===== config.mk =====
export PLATFORM = sky130hd
export DESIGN_NAME = demux_byte_serializer
export DESIGN_NICKNAME = d
export VERILOG_FILES = /design/src/rtl/demux_byte_serializer.sv
export SDC_FILE = /design/constraint.sdc
export NUM_CORES = 1
export LEC_CHECK = 0
export CAP_MARGIN = 10
export CORE_MARGIN = 10
export CORE_UTILIZATION = 35
export CTS_CLUSTER_DIAMETER = 80
export CTS_CLUSTER_SIZE = 20
export DETAILED_ROUTE_END_ITERATION = 7
export GPL_TIMING_DRIVEN = 0
export SLEW_MARGIN = 20
export SYNTH_ARGS = -nofsm -noshare
export SYNTH_HDL_FRONTEND = slang
export SYNTH_SLANG_ARGS = --single-unit
export TNS_END_PERCENT = 1

===== constraint.sdc =====
create_clock -name clk -period 1.9 [get_ports clk]
set_input_delay 0.38 -clock clk [delete_from_list [all_inputs] [get_ports clk]]
set_output_delay 0.38 -clock clk [all_outputs]
set_load 0.05 [all_outputs]

===== src/rtl/demux_byte_serializer.sv =====
// demux_byte_serializer: accepts one byte per valid/ready handshake and
// serializes it onto a/sel for the 1-to-8 demux, with per-bit strobes and an
// end-of-frame pulse for the downstream capture stage.
module demux_byte_serializer #(
  parameter int unsigned GAP       = 0,
  parameter bit          MSB_FIRST = 1'b0
) (
  input  logic       clk,
  input  logic       rst,
  input  logic       in_valid,
  output logic       in_ready,
  input  logic [7:0] in_data,
  output logic       a,
  output logic [2:0] sel,
  output logic       a_valid,
  output logic       done
);

  localparam int unsigned DW = 8;
  localparam int unsigned CW = 3;
  localparam int unsigned GW = 4;

  localparam logic [GW-1:0] GAP_LD   = GW'(GAP);
  localparam logic [CW-1:0] LAST_CNT = CW'(DW - 1);

  typedef enum logic [1:0] {
    IDLE = 2'd0,
    SEND = 2'd1,
    WAIT = 2'd2,
    DONE = 2'd3
  } state_t;

  state_t          state;
  logic [DW-1:0]   data_q;
  logic [CW-1:0]   cnt;
  logic [GW-1:0]   gap_cnt;
  logic [CW-1:0]   cnt_nxt_c;
  logic [CW-1:0]   idx_first_c;
  logic [CW-1:0]   idx_nxt_c;

  // Bit index for a given position in the frame; sel always carries the index.
  function automatic logic [CW-1:0] bit_idx(input logic [CW-1:0] c);
    return MSB_FIRST ? (LAST_CNT - c) : c;
  endfunction

  // Next bit position and the indices for the first and next emitted bit.
  always_comb begin
    cnt_nxt_c   = cnt + CW'(1);
    idx_first_c = bit_idx(CW'(0));
    idx_nxt_c   = bit_idx(cnt_nxt_c);
  end

  // Frame FSM with all outputs registered alongside the state.
  always_ff @(posedge clk) begin
    if (rst) begin
      state    <= IDLE;
      data_q   <= '0;
      cnt      <= '0;
      gap_cnt  <= '0;
      a        <= 1'b0;
      sel      <= '0;
      a_valid  <= 1'b0;
      done     <= 1'b0;
      in_ready <= 1'b0;
    end else begin
      case (state)
        IDLE: begin
          a        <= 1'b0;
          sel      <= '0;
          a_valid  <= 1'b0;
          done     <= 1'b0;
          in_ready <= 1'b1;
          if (in_valid && in_ready) begin
            data_q   <= in_data;
            cnt      <= '0;
            a        <= in_data[idx_first_c];
            sel      <= idx_first_c;
            a_valid  <= 1'b1;
            in_ready <= 1'b0;
            state    <= SEND;
          end
        end
        SEND: begin
          a_valid <= 1'b0;
          if (cnt == LAST_CNT) begin
            done  <= 1'b1;
            state <= DONE;
          end else if (GAP_LD != '0) begin
            gap_cnt <= GAP_LD;
            state   <= WAIT;
          end else begin
            cnt     <= cnt_nxt_c;
            a       <= data_q[idx_nxt_c];
            sel     <= idx_nxt_c;
            a_valid <= 1'b1;
          end
        end
        WAIT: begin
          // a/sel hold through the gap; the final gap cycle launches the next bit.
          if (gap_cnt <= GW'(1)) begin
            cnt     <= cnt_nxt_c;
            a       <= data_q[idx_nxt_c];
            sel     <= idx_nxt_c;
            a_valid <= 1'b1;
            state   <= SEND;
          end else begin
            gap_cnt <= gap_cnt - GW'(1);
          end
        end
        DONE: begin
          done     <= 1'b0;
          a        <= 1'b0;
          sel      <= '0;
          in_ready <= 1'b1;
          state    <= IDLE;
        end
        default: state <= IDLE;
      endcase
    end
  end

endmodule

==> results of run 1 <==
## timing repair
item                                   in CTS  in global routing
setup buffers                               0                  0
endpoints found under the hold margin       0                  0
setup endpoints to repair                   5                 14
resized for setup                           5                 13
## worst paths after layout
path                       startpoint                  end  slack (ns)  cells after the start
setup / recovery  cnt[0]$_SDFFE_PP0P_       a$_SDFFE_PP0P_        0.02                      5
hold / removal    sel[2]$_SDFFE_PP0P_  sel[2]$_SDFFE_PP0P_        0.48                      2
setup reg to reg  cnt[0]$_SDFFE_PP0P_       a$_SDFFE_PP0P_        0.02                      5
hold reg to reg   sel[2]$_SDFFE_PP0P_  sel[2]$_SDFFE_PP0P_        0.48                      2
## synthesized netlist by cell type (2+ instances only)
cell type / instances / area share [%]
o41ai_1: 4 / 2.9
a211oi_1: 2 / 1.2
nand3b_1: 2 / 1.2
dfxtp_1: 24 / 40
nand2_1: 5 / 1.6
nor3_1: 3 / 1.2
a311oi_1: 2 / 1.4
a31oi_1: 2 / 1.0
a21oi_1: 8 / 3.3
mux2i_1: 10 / 8.3
clkbuf_1: 3 / 0.93
ha_1: 10 / 10
inv_1: 7 / 2.2
o21ai_0: 5 / 2.1
o311ai_0: 3 / 2.2
nand3_1: 4 / 1.7
nand4_1: 2 / 1.0
nor2_1: 15 / 4.7
## power groups by stage
stage	Sequential, W	Clock [W]	Combinational (W)
2_1_floorplan	0.000588	0	0.000120
3_3_place_gp	0.000560	0	0.000217
3_5_place_dp	0.000561	0	0.000220
4_1_cts	0.000552	0.000284	0.000222
5_1_grt	0.000557	0.000306	0.000259
6_report	0.000552	0.000273	0.000232
## worst max-delay path: stages (launching register included)
cell and delay, ns:
dfxtp_4 0.41, ha_4 0.30, mux4_2 0.48, or2_2 0.29, a31oi_2 0.20, a211oi_1 0.09
## kinds of logic (layout without fill, tap and decap cells)
kind of cell,after synthesis,count (layout),share of synthesized area [%]
xor gates and xnor gates,2,2,1.45
AOI/OAI and AO/OA,32,32,18.4
and+or+nand+nor,38,38,15.4
DFF,24,24,39.8
muxes,11,11,10.1
adders and majority gates,10,10,10.4
buffers and inverters,12,33,4.45
## flip-flops by register name (all words and copies together) (netlist names)
register	cells
done	1
gap_cnt	4
in_ready	1
data_q	8
a	1
state	2
sel	3
a_valid	1
cnt	3
## stage by stage
step / hold WS (ns) / std cells / area (sq um)
after floorplan: 0.458 / 129 / 1210
after global placement: 0.460 / 192 / 1440
after detailed placement: 0.473 / 192 / 1440
after CTS: 0.492 / 196 / 1490
after global routing: 0.504 / 196 / 1530
final: 0.484 / 196 / 1530
## per-layer routing
| layer | GRT usage (%) | up-vias |
|---|---|---|
| met5 | 0 | - |
| met3 | 2.70 | 4 |
| met2 | 15.0 | 22 |
| met4 | 2.69 | 0 |
| li1 | - | 522 |
| met1 | 11.3 | 488 |
## layout make-up
class | count | share of cell area, %
plain buffers | 5 | 1.80
clock buffers | 4 | 2.38
inverters | 7 | 1.72
multi-input cells | 93 | 46.6
flip-flops and latches | 24 | 31.8
well taps | 46 | 3.77
repair buffers | 17 | 11.9
==> metrics, run 1 <==
Sw Pwr 0.000307 W; Detailed Route Iter0 Violations 88; Final #Nets 172; diode count 0; relative slew slack 65.8%; Met1 Wirelength 1320 um; Die Span Y 78.8 um; largest net degree at the start of global routing 14; Seq/Total Area, Yosys 39.8%; Pleak 0.675 nW; worst-path maximum fanout 7; minimum clock period after layout 1.88 ns; type of origin of the critical path register; die area 0.00620 sq mm; fmax 533 MHz; syn nets 150; CP Capture Type register; Multi-input gate area 711 sq um; grt ovf 0; post-place setup slack -0.133 ns; Clock Skews 0.00410 ns; Critical Path RT 2.10 ns; Tightest Pin Transition 0.511 ns; synthesized cell area 0.00121 sq mm; post-synthesis cell count 129; final-report setup violation count 0; RSZ-0062 raised after global routing true; asr flop ratio synth 0%; vias per inst 5.29; Logic pwr share 21.9%; max-slew violation count 0; Synth Flop Type dfxtp_1; Hold Path Class register to register; clock-pin slew on the worst setup and hold paths 0.13 ns; DR vias 1036; WL/cell 13.9 um; initial antenna violation count 0; Sequential Area 485 sq um; Syn Area/Cell 9.37 sq um; clock power share 25.9%; Synth Warn # 0; first-pass GRT wire length 4750 um; CP Class register to register; total CTS buffers 3; Root Driver clkbuf_4; area of the core 0.00334 sq mm; Sw Ratio 29.0%; share of cells above drive strength 1 9.33%; final hold vios 0; commonest non-fill, non-tap cells in the layout 22 x dfxtp_1, 15 x nor2_1, 11 x clkdlybuf4s50_1, 10 x mux2i_1; DRC errors left 0; Layout fillers 358; CTS tree built; Die X 78.8 um; Max VDD drop 288 uV; initial core utilization 36.2%; status completed; Sink Count 24; # hold bufs at CTS 0; CTS Buffer Depth 2; Routability Congestion 0.826; Pwr Density 693 mW/mm^2; Post-DRT Antenna Nets 0; final WL 2720 um; sequential share of power 52.2%; metal3 WL 118 um; FF+latch count, synth 24; Setup TNS 0 ns; Post-synth EDFFs 0; post-synthesis cell type count 36; GRT Resource Usage Total 9.16%; htree depth 1; vias in the first global route 1026; IO Pins 18; Power Total 0.00106 W; port bufs 17; Rows 21; clock latency on the worst-skew pair 0.32 ns; Internal 0.000751 W; TritonRoute pass-1 iters 4; routed wl met2 1250 um; post-route setup slack 0.0243 ns; final critical-path share of the clock period 98.7%; most common cell after layout, fill and taps aside dfxtp_1; Syn-to-layout area delta 26.2%; Post-DP HPWL 2030 um; uppermost layer routed met4; MaxCap Viol Count 0; Worst EP arrival 2.08 ns; post-layout util 45.7%
No activity file was read; power rests on OpenSTA's default activity.
==> inputs of run 2 (changes only) <==
--- a/config.mk
+++ b/config.mk
@@ -9,9 +9,7 @@
 export CORE_MARGIN = 10
 export CORE_UTILIZATION = 35
 export CTS_CLUSTER_DIAMETER = 80
-export CTS_CLUSTER_SIZE = 20
 export DETAILED_ROUTE_END_ITERATION = 7
-export GPL_TIMING_DRIVEN = 0
 export SLEW_MARGIN = 20
 export SYNTH_ARGS = -nofsm -noshare
 export SYNTH_HDL_FRONTEND = slang
==> metrics, run 2 (synthesized netlist as in run 1, its figures left out) <==
Pleak 0.721 nW (was 0.675 nW); slowest CP cell mux4_2 (unchanged); CTS tree built (unchanged); max reg flops 8 (unchanged); # hold bufs at CTS 0 (unchanged); area post-placement 0.00149 sq mm (was 0.00144 sq mm); initial core utilization 36.2% (unchanged); Biggest register data_q (unchanged); vias in the first global route 1084 (was 1026); die area 0.00620 sq mm (unchanged); fin area 0.00156 sq mm (was 0.00153 sq mm); final-report setup violation count 0 (unchanged); Layout fillers 349 (was 358); Rows 21 (unchanged); grt ovf 0 (unchanged); Worst EP arrival 2.01 ns (was 2.08 ns); crit-path cells ha_1, mux4_2, or2_2, a31oi_1, a211oi_1 (was ha_4, mux4_2, or2_2, a31oi_2, a211oi_1); final critical-path share of the clock period 93.7% (was 98.7%); port bufs 17 (unchanged); Detailed Route Iter0 Violations 65 (was 88); Post-DRT Antenna Nets 0 (unchanged); GRT Resource Usage Total 9.33% (was 9.16%); CP Class register to register (unchanged); MaxCap Viol Count 0 (unchanged); Multi-input gate area 674 sq um (was 711 sq um); Post-Place Cells 199 (was 192); WL/cell 14.2 um (was 13.9 um); flop2flop setup slack 0.12 ns (was 0.02 ns); CTS Buffer Depth 2 (unchanged); type of origin of the critical path register (unchanged); vias per inst 5.25 (was 5.29); hold wc startpoint sel[1]$_SDFFE_PP0P_ (was sel[2]$_SDFFE_PP0P_); Top Registers data_q x8, gap_cnt x4 (unchanged); Sink Count 24 (unchanged); Die X 78.8 um (unchanged); DR vias 1065 (was 1036); status completed (unchanged); clock latency on the worst-skew pair 0.32 ns (about the same); Tightest Pin Transition 0.512 ns (was 0.511 ns); Min-Delay Path Depth 2 (unchanged); Die Span Y 78.8 um (unchanged); final hold vios 0 (unchanged); final WL 2880 um (was 2720 um); Syn-to-layout area delta 28.8% (was 26.2%); fmax 561 MHz (was 533 MHz); max-slew violation count 0 (unchanged); max incr delay on CP 0.49 ns (was 0.48 ns); relative slew slack 65.8% (about the same); R2R Path End a$_SDFFE_PP0P_ (unchanged); area of the core 0.00334 sq mm (unchanged); Sequential Area 482 sq um (was 485 sq um); reg2reg path depth 5 (unchanged); RSZ-0062 raised after global routing false (was true); Hold EP sel[1]$_SDFFE_PP0P_ (was sel[2]$_SDFFE_PP0P_); htree depth 1 (unchanged); Post-DP HPWL 2180 um (was 2030 um); PostCTS Resize Cnt 2 (was 5); total CTS buffers 3 (unchanged); Hold Path Class register to register (unchanged); DRC errors left 0 (unchanged); Clock Skews 0.00402 ns (was 0.00410 ns); CP Capture Type register (unchanged); Routability Congestion 0.816 (was 0.826); minimum clock period after layout 1.78 ns (was 1.88 ns); initial antenna violation count 0 (unchanged); commonest non-fill, non-tap cells in the layout 23 x dfxtp_1, 15 x nor2_1, 14 x buf_4 (was 22 x dfxtp_1, 15 x nor2_1, 11 x clkdlybuf4s50_1, 10 x mux2i_1); Setup TNS 0 ns (unchanged); clock-pin slew on the worst setup and hold paths 0.14 ns (was 0.13 ns); Max VDD drop 343 uV (was 288 uV); worst-path maximum fanout 2 (was 7); Root Driver clkbuf_4 (unchanged); Setup Buffers After CTS 0 (unchanged); largest net degree at the start of global routing 15 (was 14); Final #Nets 179 (was 172); diode count 0 (unchanged); first-pass GRT wire length 4840 um (was 4750 um); share of cells above drive strength 1 13.4% (was 9.33%); R2R Path Start cnt[1]$_SDFFE_PP0P_ (was cnt[0]$_SDFFE_PP0P_); IO Pins 18 (unchanged); TritonRoute pass-1 iters 4 (unchanged); Pwr Density 753 mW/mm^2 (was 693 mW/mm^2); Cell Count, Final, Fillers Out 203 (was 196); Critical Path RT 2.13 ns (was 2.10 ns); most common cell after layout, fill and taps aside dfxtp_1 (unchanged)
-- run 2: how the worst max path moves through the flow --
stage / startpoint / end / slack (ns)
2_1_floorplan: cnt[0]$_SDFFE_PP0P_ / a$_SDFFE_PP0P_ / 0.06
5_1_grt: gap_cnt[1]$_SDFFE_PP0N_ / cnt[0]$_SDFFE_PP0P_ / 0.007
3_3_place_gp: in_valid / cnt[1]$_SDFFE_PP0P_ / 0.12
3_5_place_dp: in_valid / cnt[1]$_SDFFE_PP0P_ / 0.03
4_1_cts: a_valid$_SDFFE_PP0P_ / a_valid / 0.03
6_report: cnt[1]$_SDFFE_PP0P_ / a$_SDFFE_PP0P_ / 0.12
-- run 2: critical path: cells and delay by family, from the launching register on --
family	cells	cell delay [ns]
multiplexers	1	0.49
flip-flops	1	0.35
adder cells (fa/ha/maj)	1	0.31
AND/OR/NAND/NOR	1	0.28
AO/OA/AOI/OAI	2	0.24
-- run 2: final cells by class --
class | instances | area share (%)
Multi-Input combinational cell | 93 | 43.3
Sequential cell | 24 | 30.9
Timing Repair Buffer | 29 | 17.0
Tap cell | 46 | 3.70
Clock inverter | 1 | 1.93
Inverter | 7 | 1.69
Clock buffer | 3 | 1.45
-- run 2: metal layers --
layer  up-vias  wire (um)  share of wire (%)  global-route usage (%)
met4         0         31                1.1                    3.23
met1       494       1240                 43                    10.7
met5         -          0                  0                       0
met2        35       1450                 50                    16.5
li1        532          -                  -                       -
met3         4        160                5.5                    2.25
-- run 2: through the flow --
step                hold slack [ns]  util, %  worst slack [ns]  total power [W]
finish                        0.479     46.6             0.119          0.00117
global route                  0.509     46.6           0.00733          0.00123
CTS                           0.487     46.3            0.0250          0.00118
detailed placement            0.468     44.8            0.0260         0.000801
global placement              0.457     44.8             0.121         0.000796
floorplan                     0.458        -            0.0625         0.000708
-- run 2: report_power, final --
part / internal (W) / switching (W) / total, W
clock: 0.000213 / 0.000167 / 0.000381
sequential: 0.000529 / 0.0000143 / 0.000543
combinational: 0.000110 / 0.000138 / 0.000248
total: 0.000853 / 0.000319 / 0.00117
==> inputs of run 3 (changes only) <==
--- a/config.mk
+++ b/config.mk
@@ -10,6 +10,7 @@
 export CORE_UTILIZATION = 35
 export CTS_CLUSTER_DIAMETER = 80
 export DETAILED_ROUTE_END_ITERATION = 7
+export SKIP_LAST_GASP = 1
 export SLEW_MARGIN = 20
 export SYNTH_ARGS = -nofsm -noshare
 export SYNTH_HDL_FRONTEND = slang
==> metrics, run 3 (synthesized netlist as in run 1, its figures left out) <==
max reg flops 8 (unchanged); Routability Congestion 0.816 (unchanged); most common cell after layout, fill and taps aside dfxtp_1 (unchanged); first-pass GRT wire length 4840 um (unchanged); grt ovf 0 (unchanged); post-route setup slack 0.000748 ns (was 0.119 ns); final hold vios 0 (unchanged); port bufs 17 (unchanged); initial core utilization 36.2% (unchanged); Biggest register data_q (unchanged); Worst EP arrival 1.52 ns (was 2.01 ns); Critical Path RT 1.52 ns (was 2.13 ns); Die Span Y 78.8 um (unchanged); GRT Resource Usage Total 9.33% (unchanged); max incr delay on CP 0.82 ns (was 0.49 ns); Root Driver clkbuf_4 (unchanged); commonest non-fill, non-tap cells in the layout 24 x dfxtp_1, 15 x nor2_1, 15 x clkdlybuf4s50_1, 14 x buf_4 (was 23 x dfxtp_1, 15 x nor2_1, 14 x buf_4); TritonRoute pass-1 iters 4 (unchanged); crit-path cells clkdlybuf4s50_1 (was ha_1, mux4_2, or2_2, a31oi_1, a211oi_1); minimum clock period after layout 1.90 ns (was 1.78 ns); largest net degree at the start of global routing 15 (unchanged); worst path bufs/invs 1 (was 0); max-slew violation count 0 (unchanged); clock-pin slew on the worst setup and hold paths 0.14 ns (about the same); Syn-to-layout area delta 28.0% (was 28.8%); vias in the first global route 1084 (unchanged); Top Registers data_q x8, gap_cnt x4 (unchanged); CP Capture Type output port (was register); Detailed Route Iter0 Violations 58 (was 65); IO Pins 18 (unchanged); status completed (unchanged); Clock Skews 0.00626 ns (was 0.00402 ns); Max VDD drop 343 uV (about the same); Tightest Pin Transition 0.502 ns (was 0.512 ns); diode count 0 (unchanged); Power Total 0.00117 W (about the same); Layout fillers 348 (was 349); total CTS buffers 3 (unchanged); relative slew slack 66.4% (was 65.8%); delay-heaviest family, CP buffers and inverters (was multiplexers); Sink Count 24 (unchanged); final critical-path share of the clock period 100% (was 93.7%); Post-DRT Antenna Nets 0 (unchanged); Pwr Density 759 mW/mm^2 (was 753 mW/mm^2); final-report setup violation count 0 (unchanged); DRC errors left 0 (unchanged); fmax 527 MHz (was 561 MHz); Rows 21 (unchanged); Post-DP HPWL 2180 um (unchanged); vias per inst 5.27 (was 5.25); CTS Buffer Depth 2 (unchanged); initial antenna violation count 0 (unchanged); # hold bufs at CTS 0 (unchanged); Setup Buffers After CTS 0 (unchanged); slowest CP cell clkdlybuf4s50_1 (was mux4_2); Final #Nets 179 (unchanged); Pleak 0.645 nW (was 0.721 nW); die area 0.00620 sq mm (unchanged); Hold Path Class register to register (unchanged); Die X 78.8 um (unchanged); htree depth 1 (unchanged); CP Class register to output port (was register to register); share of cells above drive strength 1 12.7% (was 13.4%); clock latency on the worst-skew pair 0.33 ns (was 0.32 ns); type of origin of the critical path register (unchanged); WL/cell 14.1 um (was 14.2 um); MaxCap Viol Count 0 (unchanged); worst-path maximum fanout 2 (unchanged); CTS tree built (unchanged); final WL 2870 um (was 2880 um); post-place setup slack 0.0260 ns (unchanged); DR vias 1069 (was 1065); area of the core 0.00334 sq mm (unchanged); RSZ-0062 raised after global routing true (was false)
-- run 3: changes by cell type in the layout (fill, tap and decap cells not counted) --
cell	previous run	this run
clkdlybuf4s50_1	10	15
dfxtp_1	23	24
dfxtp_2	1	0
dlygate4sd2_1	1	0
dlymetal6s2s_1	4	0
o311ai_0	0	1
o311ai_1	3	2
-- run 3: routing by layer --
layer	vias to the layer above	GRT usage (%)	routed length (um)
met1	499	10.7	1300
li1	533	-	-
met2	30	16.5	1400
met5	-	0	0
met3	7	2.25	118
met4	0	3.23	53
-- run 3: repair_timing --
action / in CTS / in global routing
endpoints found under the setup margin: 2 / 8
gates resized for setup: 1 / 1
pin swaps: 0 / 0
-- run 3: metrics by stage --
stage	utilization [%]	TNS [ns]	area [sq um]	hold slack (ns)	cells
final	46.3	0	1550	0.483	203
after global routing	46.3	-0.158	1550	0.511	203
after CTS	46.3	-0.000352	1550	0.487	203
after detailed placement	44.8	0	1490	0.468	199
after global placement	44.8	0	1490	0.457	199
after floorplan	-	0	1210	0.458	129
-- run 3: final cells by class --
cell class / count / area [sq um] / share of cell area (%)
clock buffers: 3 / 22.5 / 1.46
flip-flops and latches: 24 / 480 / 31.1
inverters: 7 / 26.3 / 1.70
clock inverters: 1 / 30.0 / 1.94
well taps: 46 / 57.6 / 3.72
multi-input cells: 93 / 674 / 43.6
repair buffers: 29 / 255 / 16.5
-- run 3: final timing paths --
kind / startpoint / to / slack, ns / cells past startpoint
setup / recovery: a$_SDFFE_PP0P_ / a / 0.0007 / 1
hold / removal: sel[1]$_SDFFE_PP0P_ / sel[1]$_SDFFE_PP0P_ / 0.48 / 2
setup reg to reg: gap_cnt[0]$_SDFFE_PP0N_ / cnt[1]$_SDFFE_PP0P_ / 0.04 / 7
hold reg to reg: sel[1]$_SDFFE_PP0P_ / sel[1]$_SDFFE_PP0P_ / 0.48 / 2
-- run 3: where the power goes --
part	leakage (nW)	internal [W]	switching (W)
clock	0.0279	0.000213	0.000169
sequential	0.195	0.000529	0.0000144
combinational	0.422	0.000111	0.000137
==> RTL edit (flow settings as in run 1) <==
`MSB_FIRST`: 1'b0 -> 1'b1.
--- a/src/rtl/demux_byte_serializer.sv
+++ b/src/rtl/demux_byte_serializer.sv
@@ -3,7 +3,7 @@
 // end-of-frame pulse for the downstream capture stage.
 module demux_byte_serializer #(
   parameter int unsigned GAP       = 0,
-  parameter bit          MSB_FIRST = 1'b0
+  parameter bit          MSB_FIRST = 1'b1
 ) (
   input  logic       clk,
   input  logic       rst,
Check against the original RTL: not equivalent (a bounded check fails within 4 cycles, from zero or initial values and one cycle with rst high).
==> RTL edit against run 1 <==
Cell count rose by 3.1%. First-iteration DRC count fell by 45%. Design area rose by 0.49%. Sequential cell count did not move. Critical path type unchanged. Worst setup slack improved by 0.096 ns. Critical path depth rose by 1. Fmax rose by 5.4%. Routed wire length rose by 3.6%. Synthesized area rose by 3.2%. Non-clock buffer count rose by 1.
Power is not compared: it rests on default switching activity, and its combinational part moved more than twofold at a synthesized area within 25%.
==> RTL edit: results (changes against run 1) <==
* Fill count at 344 (-3.9%)
* Clock latency on the worst-skew pair at 0.32 ns (about the same)
* Critical path's largest stage delay at 0.37 ns (-0.11 ns)
* Vias/cell at 5.14 (-2.8%)
* Worst reg2reg endpoint: a$_SDFFE_PP0P_
* XOR/XNOR Fraction of Synth Area at 1.40% (-0.045 points)
* HPWL Detailed at 2170 um (+6.9%)
* Leading cell types by count after synthesis: dfxtp_1, nor2_1, a21oi_1, mux2i_1, ha_1
* Status: finished, final reports clean
* 1st-iter DRT viols at 48 (-45%)
* Layout cell share with drive strength beyond 1 at 10.9% (+1.6 points)
* Worst-path maximum fanout at 6 (-1)
* CP arrival at 1.99 ns (-0.09 ns)
* Worst min path class: register to register
* Synth top area cells: dfxtp_1, ha_1, mux2i_1
* Max IR drop VDD at 513 uV
* Worst hold stages at 2 (unchanged)
* Worst-Margin Slew at 0.554 ns (+0.0421 ns)
* DP Area at 0.00148 mm^2 (+2.7%)
* Reg2reg setup slack at 0.12 ns (+0.10 ns)
* Mux contribution to synthesized area at 10.6% (+0.49 points)
* Slowest cell on the critical path: dfxtp_1
* Vias in the first global route at 1042 (+1.6%)
* Routing usage on met1 at 11.4% (+0.048 points)
* Met2 usage at 16.3% (+1.2 points)
* Layout Nets at 178 (+3.5%)
* Hold Path Origin: a_valid$_SDFFE_PP0P_
* Library cells used by synthesis at 37 (+2.8%)
* Layout Skew at 0.0157 ns (+0.0116 ns)
* Met3 usage at 3.49% (+0.79 points)
* Hold Path End: a_valid$_SDFFE_PP0P_
* Final WL at 2820 um (+3.6%)
* Compound-gate portion of the synthesized area at 19.3% (+0.83 points)
* GPL Wtd Cong at 0.828 (+0.27%)
* Synth Area in Adders at 10.0% (-0.32 points)
* Delay-heaviest family, CP: simple AND/OR/NAND/NOR gates
* First-pass GRT wire length at 4880 um (+2.6%)
* Sequential share of the synthesized area at 38.5% (-1.2 points)
* R2R depth at 6 (+1)
* GRT Util Overall at 9.52% (+0.35 points)
==> RTL edit: cell count changes after synthesis, sizes merged, moves of 2 or more <==
cell / before / now
inv: 7 / 5
o21ai: 5 / 1
o21a: 0 / 2
mux2: 0 / 2
o31ai: 1 / 4
o311ai: 3 / 0
or4: 1 / 3
a21oi: 8 / 14
o41ai: 4 / 1
==> RTL edit: per-layer routing <==
metal / vias to the layer above / share of wire, %
met5: - / 0
met3: 2 / 3.9
met4: 0 / 0.60
met1: 486 / 48
met2: 15 / 48
li1: 535 / -
==> RTL edit: how the worst max path moves through the flow <==
| stage | end | slack [ns] | depth (start not counted) |
|---|---|---|---|
| after floorplan | cnt[1]$_SDFFE_PP0P_ | 0.14 | 4 |
| after global placement | cnt[1]$_SDFFE_PP0P_ | -0.11 | 5 |
| after detailed placement | cnt[1]$_SDFFE_PP0P_ | -0.11 | 5 |
| after CTS | sel[0] | 0.008 | 1 |
| after global routing | a$_SDFFE_PP0P_ | -0.01 | 7 |
| final | a$_SDFFE_PP0P_ | 0.12 | 6 |
==> RTL edit: stage by stage <==
step / total power [mW] / utilization, % / setup slack [ns] / instances / hold WS [ns]
2_1_floorplan: 1.25 / - / 0.141 / 135 / 0.448
3_3_place_gp: 1.45 / 43.5 / -0.109 / 198 / 0.455
3_5_place_dp: 1.46 / 43.5 / -0.108 / 198 / 0.467
4_1_cts: 1.74 / 44.5 / 0.00837 / 202 / 0.489
5_1_grt: 1.86 / 45.2 / -0.0105 / 202 / 0.526
6_report: 1.72 / 45.2 / 0.120 / 202 / 0.482
==> RTL edit: final cells by class <==
class | count | area share [%]
clock buffer | 4 | 2.37
timing repair buffer | 17 | 11.5
inverter | 5 | 1.22
buffer | 6 | 2.37
sequential | 24 | 31.6
multi-input combinational | 100 | 47.2
tap | 46 | 3.76
==> RTL edit: what timing repair did <==
item / 4_1_cts / 5_1_grt
endpoints found under the setup margin: 5 / 12
pin swaps: 0 / 1
gates resized for setup: 4 / 12
==> RTL edit: kinds of logic after synthesis <==
family	after synthesis
mux	13
simple gates	41
buf+inv	11
xor+xnor	2
flops	24
fa+ha+maj	10
compound gates	34
==> RTL edit: worst min-delay path, stage by stage, from the launching register on <==
cell and delay [ns]:
dfxtp_1 0.33, o21ai_1 0.06, a21oi_1 0.06
==> RTL edit: report_power, final <==
part,internal (mW),switching (mW)
Combinational,0.309,0.472
Clock,0.117,0.157
Sequential,0.596,0.0707
Total,1.02,0.700
